## src/rtl/cursor_house_ctrl_if.sv

```systemverilog
// Bundles the frame strobe, the raw buttons and the committed cursor/house state
// that cursor_house_ctrl exchanges with its environment.
interface cursor_house_ctrl_if;
   logic       frame_start;
   logic       up;
   logic       down;
   logic       left;
   logic       right;
   logic       G;
   logic       S;
   logic       H;
   logic       R;
   logic [9:0] cursor_x;
   logic [8:0] cursor_y;
   logic [1:0] house;
   logic       house_valid;

   modport master (
      output frame_start, up, down, left, right, G, S, H, R,
      input  cursor_x, cursor_y, house, house_valid
   );

   modport slave (
      input  frame_start, up, down, left, right, G, S, H, R,
      output cursor_x, cursor_y, house, house_valid
   );
endinterface

```

## src/rtl/cursor_house_ctrl.sv

```systemverilog
// Debounced button sequencer: steps a saturating cursor and arbitrates house presses,
// committing every visible change only on the frame_start pulse.
module cursor_house_ctrl #(
   parameter int H_RES     = 640,
   parameter int V_RES     = 480,
   parameter int CUR_W     = 16,
   parameter int STEP      = 4,
   parameter int DB_CYCLES = 500000
) (
   input logic clock,
   input logic reset,
   cursor_house_ctrl_if.slave bus
);
   localparam int X_MAX = H_RES - CUR_W;
   localparam int Y_MAX = V_RES - CUR_W;
   localparam int CNT_W = $clog2(DB_CYCLES + 1);

   typedef enum logic [1:0] {IDLE, PEND, SHOW} state_t;

   // Bit order: up, down, left, right, G, S, H, R
   logic [7:0] raw;
   logic [7:0] db_level;
   assign raw = {bus.R, bus.H, bus.S, bus.G, bus.right, bus.left, bus.down, bus.up};

   generate
      for (genvar gi = 0; gi < 8; gi++) begin : g_btn
         logic             s1_reg;
         logic             s2_reg;
         logic             db_reg;
         logic [CNT_W-1:0] cnt_reg;

         // The level flips on the DB_CYCLES-th consecutive disagreeing sample.
         always_ff @(posedge clock) begin
            if (reset) begin
               s1_reg  <= 1'b0;
               s2_reg  <= 1'b0;
               db_reg  <= 1'b0;
               cnt_reg <= '0;
            end else begin
               s1_reg <= raw[gi];
               s2_reg <= s1_reg;
               if (s2_reg != db_reg) begin
                  if (cnt_reg == CNT_W'(DB_CYCLES - 1)) begin
                     db_reg  <= s2_reg;
                     cnt_reg <= '0;
                  end else begin
                     cnt_reg <= cnt_reg + 1'b1;
                  end
               end else begin
                  cnt_reg <= '0;
               end
            end
         end

         assign db_level[gi] = db_reg;
      end
   endgenerate

   logic       db_up, db_down, db_left, db_right;
   assign db_up    = db_level[0];
   assign db_down  = db_level[1];
   assign db_left  = db_level[2];
   assign db_right = db_level[3];

   logic [9:0]  x_reg, x_next;
   logic [8:0]  y_reg, y_next;
   logic [10:0] x_ext, y_ext;

   // Saturation is evaluated one bit wider than the outputs so nothing wraps.
   always_comb begin
      x_ext  = {1'b0, x_reg};
      y_ext  = {2'b00, y_reg};
      x_next = x_reg;
      y_next = y_reg;
      if (db_left && !db_right)
         x_next = (x_ext >= 11'(STEP)) ? 10'(x_ext - 11'(STEP)) : '0;
      else if (db_right && !db_left)
         x_next = (x_ext + 11'(STEP) > 11'(X_MAX)) ? 10'(X_MAX) : 10'(x_ext + 11'(STEP));
      if (db_up && !db_down)
         y_next = (y_ext >= 11'(STEP)) ? 9'(y_ext - 11'(STEP)) : '0;
      else if (db_down && !db_up)
         y_next = (y_ext + 11'(STEP) > 11'(Y_MAX)) ? 9'(Y_MAX) : 9'(y_ext + 11'(STEP));
   end

   always_ff @(posedge clock) begin
      if (reset) begin
         x_reg <= 10'(X_MAX / 2);
         y_reg <= 9'(Y_MAX / 2);
      end else if (bus.frame_start) begin
         x_reg <= x_next;
         y_reg <= y_next;
      end
   end

   logic [3:0] house_prev_reg;
   logic [3:0] rise;
   logic       press;
   logic [1:0] press_code;

   assign rise  = db_level[7:4] & ~house_prev_reg;
   assign press = |rise;

   always_comb begin
      press_code = 2'd3;
      if (rise[0])      press_code = 2'd0;
      else if (rise[1]) press_code = 2'd1;
      else if (rise[2]) press_code = 2'd2;
   end

   state_t     state_reg;
   logic [1:0] pending_reg;
   logic [1:0] house_reg;
   logic       valid_reg;

   always_ff @(posedge clock) begin
      if (reset) begin
         house_prev_reg <= '0;
         state_reg      <= IDLE;
         pending_reg    <= '0;
         house_reg      <= '0;
         valid_reg      <= 1'b0;
      end else begin
         house_prev_reg <= db_level[7:4];
         case (state_reg)
            IDLE: begin
               if (press) begin
                  pending_reg <= press_code;
                  state_reg   <= PEND;
               end
            end
            PEND: begin
               if (press)
                  pending_reg <= press_code;
               // A press landing on the frame edge wins over the older pending value.
               if (bus.frame_start) begin
                  house_reg <= press ? press_code : pending_reg;
                  valid_reg <= 1'b1;
                  state_reg <= SHOW;
               end
            end
            SHOW: begin
               if (press) begin
                  pending_reg <= press_code;
                  state_reg   <= PEND;
               end
            end
            default: state_reg <= IDLE;
         endcase
      end
   end

   assign bus.cursor_x    = x_reg;
   assign bus.cursor_y    = y_reg;
   assign bus.house       = house_reg;
   assign bus.house_valid = valid_reg;
endmodule

```

## src/flat_wrapper.sv

```systemverilog
// flat-port wrapper written by rule: the top's interface ports become plain ports
module cursor_house_ctrl_flat 
#(
   parameter int H_RES     = 640,
   parameter int V_RES     = 480,
   parameter int CUR_W     = 16,
   parameter int STEP      = 4,
   parameter int DB_CYCLES = 500000
)
  (clock, reset, bus_frame_start, bus_up, bus_down, bus_left, bus_right, bus_G, bus_S, bus_H, bus_R, bus_cursor_x, bus_cursor_y, bus_house, bus_house_valid);
  cursor_house_ctrl_if bus_i ();
  input logic clock;
  input logic reset;
  input wire logic [$bits(bus_i.frame_start)-1:0] bus_frame_start;
  input wire logic [$bits(bus_i.up)-1:0] bus_up;
  input wire logic [$bits(bus_i.down)-1:0] bus_down;
  input wire logic [$bits(bus_i.left)-1:0] bus_left;
  input wire logic [$bits(bus_i.right)-1:0] bus_right;
  input wire logic [$bits(bus_i.G)-1:0] bus_G;
  input wire logic [$bits(bus_i.S)-1:0] bus_S;
  input wire logic [$bits(bus_i.H)-1:0] bus_H;
  input wire logic [$bits(bus_i.R)-1:0] bus_R;
  output wire logic [$bits(bus_i.cursor_x)-1:0] bus_cursor_x;
  output wire logic [$bits(bus_i.cursor_y)-1:0] bus_cursor_y;
  output wire logic [$bits(bus_i.house)-1:0] bus_house;
  output wire logic [$bits(bus_i.house_valid)-1:0] bus_house_valid;
  assign bus_i.frame_start = bus_frame_start;
  assign bus_i.up = bus_up;
  assign bus_i.down = bus_down;
  assign bus_i.left = bus_left;
  assign bus_i.right = bus_right;
  assign bus_i.G = bus_G;
  assign bus_i.S = bus_S;
  assign bus_i.H = bus_H;
  assign bus_i.R = bus_R;
  assign bus_cursor_x = bus_i.cursor_x;
  assign bus_cursor_y = bus_i.cursor_y;
  assign bus_house = bus_i.house;
  assign bus_house_valid = bus_i.house_valid;
  cursor_house_ctrl #(.H_RES(H_RES), .V_RES(V_RES), .CUR_W(CUR_W), .STEP(STEP), .DB_CYCLES(DB_CYCLES)) u_core (.clock(clock), .reset(reset), .bus(bus_i));
endmodule
```

## config.mk

```make
export PLATFORM = sky130hd
export DESIGN_NAME = cursor_house_ctrl_flat
export DESIGN_NICKNAME = d
export VERILOG_FILES = /design/src/rtl/cursor_house_ctrl_if.sv /design/src/rtl/cursor_house_ctrl.sv /design/src/flat_wrapper.sv
export SDC_FILE = /design/constraint.sdc
export NUM_CORES = 1
export LEC_CHECK = 0
export CORE_AREA = 4 4 124 126
export DETAILED_ROUTE_END_ITERATION = 8
export DIE_AREA = 0 0 128 130
export GPL_TIMING_DRIVEN = 0
export PLACE_DENSITY = 0.81
export SYNTH_ARGS = -nofsm -noshare
export SYNTH_HDL_FRONTEND = slang
export SYNTH_SLANG_ARGS = --single-unit
```

## constraint.sdc

```tcl
create_clock -name clock -period 5.69 [get_ports clock]
set_clock_uncertainty 0.1 [all_clocks]
set_input_delay 1.4225 -clock clock [delete_from_list [all_inputs] [get_ports clock]]
set_output_delay 1.4225 -clock clock [all_outputs]
set_load 0.03 [all_outputs]
```

# After elaboration in Yosys (flattened, before gate mapping)
# Index checks and enable logic that the tools add are counted.
dict set report op_classes {
  addsub 12
  n_lt_le_gt_ge 4
  n_eq_ne 20
  n_mux 15
  n_bitwise 10
  reduce_logical 34
}
# op count
set ops {}
lappend ops {{$add A19 B1 Y19 const B} 8}
lappend ops {{$eq A19 B19 Y1 const B} 8}
lappend ops {{$mux W10} 4}
lappend ops {{$mux W9} 4}
lappend ops {{$reduce_or A3 Y1} 9}
lappend ops {{$reduce_and A2 Y1} 12}
lappend ops {{$add A10 B3 Y11 const B} 1}
lappend ops {{$gt A11 B10 Y1 const B} 1}
lappend ops {{$gt A11 B9 Y1 const B} 1}
lappend ops {{$add A9 B3 Y10 const B} 1}
lappend ops {{$ge A10 B3 Y1 const B} 1}
lappend ops {{$mux W2} 5}
lappend ops {{$sub A10 B3 Y10 const B} 1}
lappend ops {{$ge A9 B3 Y1 const B} 1}
lappend ops {{$sub A9 B3 Y9 const B} 1}
lappend ops {{$ne A1 B1 Y1} 8}
lappend ops {{$not A1 Y1} 8}
lappend ops {{$and A4 B4 Y4} 1}
lappend ops {{$logic_and A1 B1 Y1} 4}
lappend ops {{$logic_not A1 Y1} 4}
lappend ops {{$not A4 Y4} 1}
lappend ops {{$pmux W2 S2} 1}
lappend ops {{$reduce_bool A2 Y1} 2}
lappend ops {{$reduce_or A4 Y1} 1}
lappend ops {{7 further kinds} 7}
dict set report totals {
  reg_bits 206
  output_inout_bits 22
}

# Logic depth before layout (Yosys ltp)
dict set report logic_depth {
  depth_word 6
  depth_mapped 8
}

# Worst setup path before layout
# OpenSTA, ideal clock, no wires.
dict set report synth_timing {
  path_kind {input-to-reg}
  start {input bus_frame_start}
  end {register u_core.y_reg[8], in the netlist u_core.bus.cursor_y[8]}
  setup_ns 0.070
  t_arrival_ns 2.397
  path_slack_ns 3.123
  cell_stages 6
  path_buffers 1
  path_cell_list {nor2b_1 > clkbuf_1 > nand2_1 > a2111oi_0 > a21oi_1 > a21oi_1}
}
dict set report synth_between {
  elab_chain_cells 1
}
# element line_no
set synth_lines {}
lappend synth_lines {{start, declared} flat_wrapper.sv:14} ;# input wire logic [$bits(bus_i.frame_start)-1:0] bus_frame_start;
lappend synth_lines {{$reduce_and A2 Y1 (no source line)} --}
lappend synth_lines {{end signal, assigned} cursor_house_ctrl.sv:88} ;# y_reg <= 9'(Y_MAX / 2);
lappend synth_lines {{end signal, assigned} cursor_house_ctrl.sv:91} ;# y_reg <= y_next;
lappend synth_lines {{end, declared} cursor_house_ctrl.sv:66} ;# logic [8:0] y_reg, y_next;
# No other way between the ends.
# A chain may end at the register's enable or synchronous reset.

# Worst setup path in the final report
dict set report layout_timing {
  start {register u_core.x_reg[8], in the netlist u_core.bus.cursor_x[8]}
  end {output bus_cursor_x[8]}
}
# element line_no
set layout_lines {}
lappend layout_lines {{start, declared} cursor_house_ctrl.sv:65} ;# logic [9:0] x_reg, x_next;
lappend layout_lines {{start signal, assigned} cursor_house_ctrl.sv:87} ;# x_reg <= 10'(X_MAX / 2);
lappend layout_lines {{start signal, assigned} cursor_house_ctrl.sv:90} ;# x_reg <= x_next;
lappend layout_lines {{end, declared} flat_wrapper.sv:23} ;# output wire logic [$bits(bus_i.cursor_x)-1:0] bus_cursor_x;
# No word-level cell between the ends.

==> flow_summary.yaml <==
worst_setup_path:
  crit_chain: "clkdlybuf4s50_1"
  endpoint_kind: "primary output"
  crit_type: "reg -> out"
  critPathMaxStageDelay_ns: 0.75
  path_buf_inv: 1
  startpoint_type: "register"
  worst_path_max_delay_cell: "clkdlybuf4s50_1"
  path_delay_family: "buffers and inverters"
  cp.arrival_ns: 1.76
  crit_path_max_fanout: 8
  required_ns: 4.17
route:
  wl_met2_um: 8089
  vias: 7380
  met3_length_um: 599
  vias_per_cell: 5.520
  route.detailed.drc: 0
  top_layer: "met4"
  wl_per_cell_um: 13.20
  firstDrtPassIters: 5
  met1_length_um: 8584
  first_iter_violations: 326
  wirelength_um: 17640
  drt.antenna.violating_nets: 0
logic_synthesis:
  syn_area_mm2: 0.009276
  synth_edf_count: 0
  yosys.cell_types.count: 72
  yosysWarnings: 0
  yosysTopAreaCellShare_pct: 43.59
  yosys_register_bits: 202
  synth_area_leaders: "dfxtp_1 (44%), xor2_1 (8.5%), nor2_1 (8.3%), xnor2_1 (4.9%), nand3_1 (3.2%)"
  syn_inst: 1083
  synth_ff_type: "dfxtp_1"
  avgSynthCellArea_um2: 8.565
  yosysTopAreaCell: "dfxtp_1"
  ys_seq_area_share_pct: 43.59
  ys_async_sr_fraction_pct: 0
floorplan:
  dieHeight_um: 130
  io_pins: 33
  rows: 44
  die_x_um: 128
  dieArea_mm2: 0.01664
  start_util_pct: 64.81
  core_mm2: 0.01431
clocking:
  htreeDepth: 1
  path_clk_slew_ns: 0.06
  cts_setup_buffers: 0
  cts_resized: 0
  clkLatencyLatePin_ns: 0.49
  cts_buffer_depth: 3
  cts_buffers: 22
  cts_root_buf: "clkbuf_16"
  numClockSinks: 202
  ctsHoldBuffers: 0
  cts_tree: "built"
global_routing:
  grt_pass1_wl_um: 31130
  grt_pass1_vias: 6989
  antenna_found_initial: 0
  overflow: 0
  grt_max_degree: 14
  track_usage_pct: 21.67
layout:
  num_antenna_cells: 0
  fillers: 1127
  final_cell_mix: "nor2_1 (204), dfxtp_1 (202), xor2_1 (90), nand2_1 (78), nand3_1 (60)"
  instances_no_fill: 1337
  syn2layout_area_growth_pct: 13.04
  drive_above_1_share_pct: 6.505
  final_nets: 1166
  utilization_pct: 73.26
  largest_reg_flops: 152
  layout.cells.most_common: "nor2_1"
run_status:
  status: "finished clean"
worst_hold_path:
  hp-class: "reg -> reg"
pwr:
  leakage_nw: 3.505
  peakVddDrop_v: 0.0002007
  pwr_density_cell_mw_per_mm2: 268.6
sta:
  fin_crit_sh_pct: 57.74
  maxSlewViolCount: 0
  fin_crit_ns: 3.286
  tightestPinTransition_ns: 0.9379
  hold_viol_final: 0
  max_freq_mhz: 304.4
  setup_viol: 0
  tns_ns: 0
  slew_headroom_pct: 36.90
  rsz0062_at_grt: "no"
flow_run:
  max-cap-violations: 0
placement:
  numPortBuffers: 28
  place_hpwl_um: 11980
  gp_congestion: 0.9417
  place_inst: 1298
-- metrics by stage --
| stage | hold slack, ns | setup slack, ns | total power, W | cell area (um2) |
|---|---|---|---|---|
| 4_1_cts | 0.3413 | 2.389 | 0.002845 | 10490 |
| 5_1_grt | 0.3542 | 2.321 | 0.002913 | 10490 |
| 6_report | 0.3388 | 2.404 | 0.002816 | 10490 |
| 2_1_floorplan | 0.3138 | 3.123 | 0.001496 | 9288 |
| 3_3_place_gp | 0.3182 | 2.163 | 0.001518 | 9798 |
| 3_5_place_dp | 0.3275 | 2.172 | 0.001518 | 9798 |
-- where the power goes --
part	total (W)	switching, W	leakage (nW)	internal (W)
Clock	0.00133	0.000537	0.335	0.000792
Sequential	0.00143	0.00000526	1.63	0.00142
Combinational	0.0000596	0.0000370	1.54	0.0000225
-- synthesized netlist by cell type (3+ instances only) --
cell	number
nand4_1	35
xnor2_1	52
nor2_1	204
nor4_2	3
nor2b_1	30
nand3_2	3
and4_1	7
nand3b_1	7
nor4_1	17
xor2_1	90
ha_1	17
o211ai_1	4
buf_2	12
or2_2	4
a31oi_1	6
o21ai_0	18
nor4b_1	7
nor4bb_1	3
clkbuf_1	16
or3_1	11
nand3_1	60
a21o_1	3
dfxtp_1	202
mux2i_1	11
nand2_1	78
buf_1	4
a21oi_1	27
nor3_1	29
o31ai_1	4
buf_4	6
buf_6	3
and3_1	21
inv_1	35
nand2b_1	7
-- final timing paths --
path	endpoint	start	cells past startpoint	slack [ns]
setup reg to reg	u_core.bus.cursor_y[8]	u_core.bus.cursor_y[3]	8	3.08
hold / removal	u_core.g_btn[6].s2_reg	u_core.g_btn[6].s1_reg	1	0.34
setup / recovery	bus_cursor_x[8]	u_core.bus.cursor_x[8]	1	2.40
hold reg to reg	u_core.g_btn[6].s2_reg	u_core.g_btn[6].s1_reg	1	0.34
-- final cells by class --
cell class                      instances  area (um2)  area share, %
Sequential cell                       202        4044          38.56
Clock buffer                           33       653.1          6.228
Buffer                                 42       219.0          2.088
Tap cell                              184       230.2          2.195
Inverter                               35       131.4          1.253
Timing Repair Buffer                   28       280.3          2.673
Clock inverter                          6       35.03         0.3341
Multi-Input combinational cell        807        4893          46.67
-- cell families (layout without fill, tap and decap cells) --
| logic type | count (synthesis) | count (layout) | share of synthesized area, % |
|---|---|---|---|
| AO/OA/AOI/OAI | 94 | 94 | 6.785 |
| flip-flops | 202 | 202 | 43.59 |
| AND/OR/NAND/NOR | 539 | 539 | 28.92 |
| adder cells (fa/ha/maj) | 17 | 17 | 2.293 |
| XOR/XNOR | 142 | 142 | 13.41 |
| multiplexers | 11 | 11 | 1.187 |
| buffers and inverters | 77 | 144 | 3.777 |
| other | 1 | 4 | 0.04043 |
-- layer usage --
metal / up-vias / global-route usage (%)
met5: - / 0
met4: 0 / 6.055
met3: 36 / 3.275
met2: 130 / 35.92
met1: 3426 / 29.71
li1: 3788 / -
Note: power is estimated with default switching activity, not from simulation.
==> RTL change, RTL diff (config.mk and constraints unchanged) <==
Re-encode `state_t` (3 states) as one-hot, 3 bits wide.
--- a/src/rtl/cursor_house_ctrl.sv
+++ b/src/rtl/cursor_house_ctrl.sv
@@ -15,7 +15,7 @@
    localparam int Y_MAX = V_RES - CUR_W;
    localparam int CNT_W = $clog2(DB_CYCLES + 1);
 
-   typedef enum logic [1:0] {IDLE, PEND, SHOW} state_t;
+   typedef enum logic [2:0] {IDLE = 3'b001, PEND = 3'b010, SHOW = 3'b100} state_t;
 
    // Bit order: up, down, left, right, G, S, H, R
    logic [7:0] raw;
Formal check against the unedited RTL: no difference found for any inputs over 10 cycles, from zero or initial values and one cycle with reset high; not proved beyond that.
==> RTL change against the unedited design <==
  * Area after synthesis rose by 0.15%
  * Via count about the same
  * Maximum frequency down 1.5%
  * Sequential share of layout area is 0.20 points lower
  * Total power grew 4.9%
  * Sequential power about the same
  * Register-to-register slack improved by 270 ps
  * Wire length increased by 0.37%
  * Cell area rose by 1.0%
  * Setup slack worse by 50 ps
  * Non-clock buffer count fell by 2
  * Sequential cell count increased by 1
  * Critical path type is now input port to flop
==> RTL change: results <==
[global_route]
antenna_found_initial = 0
grt_max_degree = 15
gr-usage-met3_pct = 3.89
met1_usage_pct = 28.5
met2_usage_pct = 36.2
grt_pass1_vias = 6978
grt_first_pass_wirelength_um = 30700
grt_usage_pct = 21.5

[clock_network]
clockBufferDepth = 3
cts_setup_buffers = 0
clk_pin_slew_ps = 60
ctsHtreeMaxLevel = 1

[place]
gp_congestion = 0.869
placed_area_um2 = 9810
io_buffers = 28
dp_hpwl_um = 12100

[final_layout]
nets = 1169
num-fill-cells = 1099
drive_gt1_share_pct = 5.36

[route]
via_per_inst = 5.50
drtIter0Drc = 334
wl_per_cell_um = 13.2

[setup_path]
r2r_end = u_core.bus.cursor_y[4]$_SDFFE_PP0P_
crit_fanout = 10
cpPeakStageDelay_ps = 590
endpoint = u_core.g_btn[2].cnt_reg[11]$_SDFF_PP0_
critical_path.startpoint = reset
rrSetupSlack_ps = 3350
worstRegToRegCells = 6
cp.arrival_ps = 3660

[timing]
relSlewSlack_pct = 33.0

[run_status]
outcome = finished, final reports clean

[hold_path]
min_from = u_core.g_btn[4].s1_reg$_SDFF_PP0_
hp-class = flop to flop

[yosys]
ys_seq_area_share_pct = 43.7
synth_common_cells = nor2_1 (210), dfxtp_1 (203), xnor2_1 (75), xor2_1 (74), nand3_1 (71)
async_reset_ff_share_pct = 0
synth_cell_types = 65
synthTopCellsByArea = dfxtp_1 (44%), nor2_1 (8.5%), xnor2_1 (7.1%)

[power]
p_leak_nw = 3.54
ir_worst_vdd_mv = 0.237
## RTL change: where the power goes
group          internal, W  switching [W]  total [W]
clock network     0.000932       0.000547    0.00148
logic            0.0000173      0.0000278  0.0000451
registers          0.00143     0.00000354    0.00143
## RTL change: worst min-delay path by stage
stage / to / slack [ps] / cells after the start
after detailed placement: u_core.g_btn[4].s2_reg$_SDFF_PP0_ / 330 / 1
after global routing: u_core.g_btn[3].s2_reg$_SDFF_PP0_ / 350 / 1
after CTS: u_core.g_btn[3].s2_reg$_SDFF_PP0_ / 330 / 1
after global placement: u_core.g_btn[4].s2_reg$_SDFF_PP0_ / 320 / 1
after floorplan: u_core.g_btn[0].cnt_reg[0]$_SDFF_PP0_ / 310 / 1
final: u_core.g_btn[4].s2_reg$_SDFF_PP0_ / 330 / 1
## RTL change: cells by family (layout without fill, tap and decap cells)
family / count (synthesis) / in the layout / share of synthesized area, %
simple gates: 554 / 554 / 29.3
flops: 203 / 203 / 43.7
xor+xnor: 149 / 149 / 14.0
buf+inv: 74 / 142 / 3.61
compound gates: 73 / 73 / 5.31
fa+ha+maj: 17 / 17 / 2.29
mux: 15 / 15 / 1.63
other cells: 1 / 4 / 0.0404
## RTL change: through the flow
step | worst slack (ps) | total power [W] | util [%] | instances
finish | 2350 | 0.00296 | 74.0 | 1341
global route | 2220 | 0.00305 | 74.0 | 1341
CTS | 2380 | 0.00299 | 74.0 | 1341
detailed placement | 1870 | 0.00151 | 68.5 | 1301
global placement | 1840 | 0.00151 | 68.5 | 1301
floorplan | 3010 | 0.00149 | - | 1089
## RTL change: routing by layer
metal	part of all wire (%)	vias to the layer above
li1	-	3807
met1	47	3420
met2	46	119
met3	4.0	36
met4	2.5	0
met5	0	-
## RTL change: worst max-delay path: cells and delay by family
kind                   cells  cell delay, ps
buffers and inverters      4            1680
and+or+nand+nor            2             550
## RTL change: final cells by class
class	instances	share of cell area, %
Sequential cell	203	38.4
Tap cell	184	2.17
Clock inverter	6	0.803
Multi-Input combinational cell	812	46.3
Inverter	34	1.20
Buffer	40	1.96
Timing Repair Buffer	28	2.65
Clock buffer	34	6.58
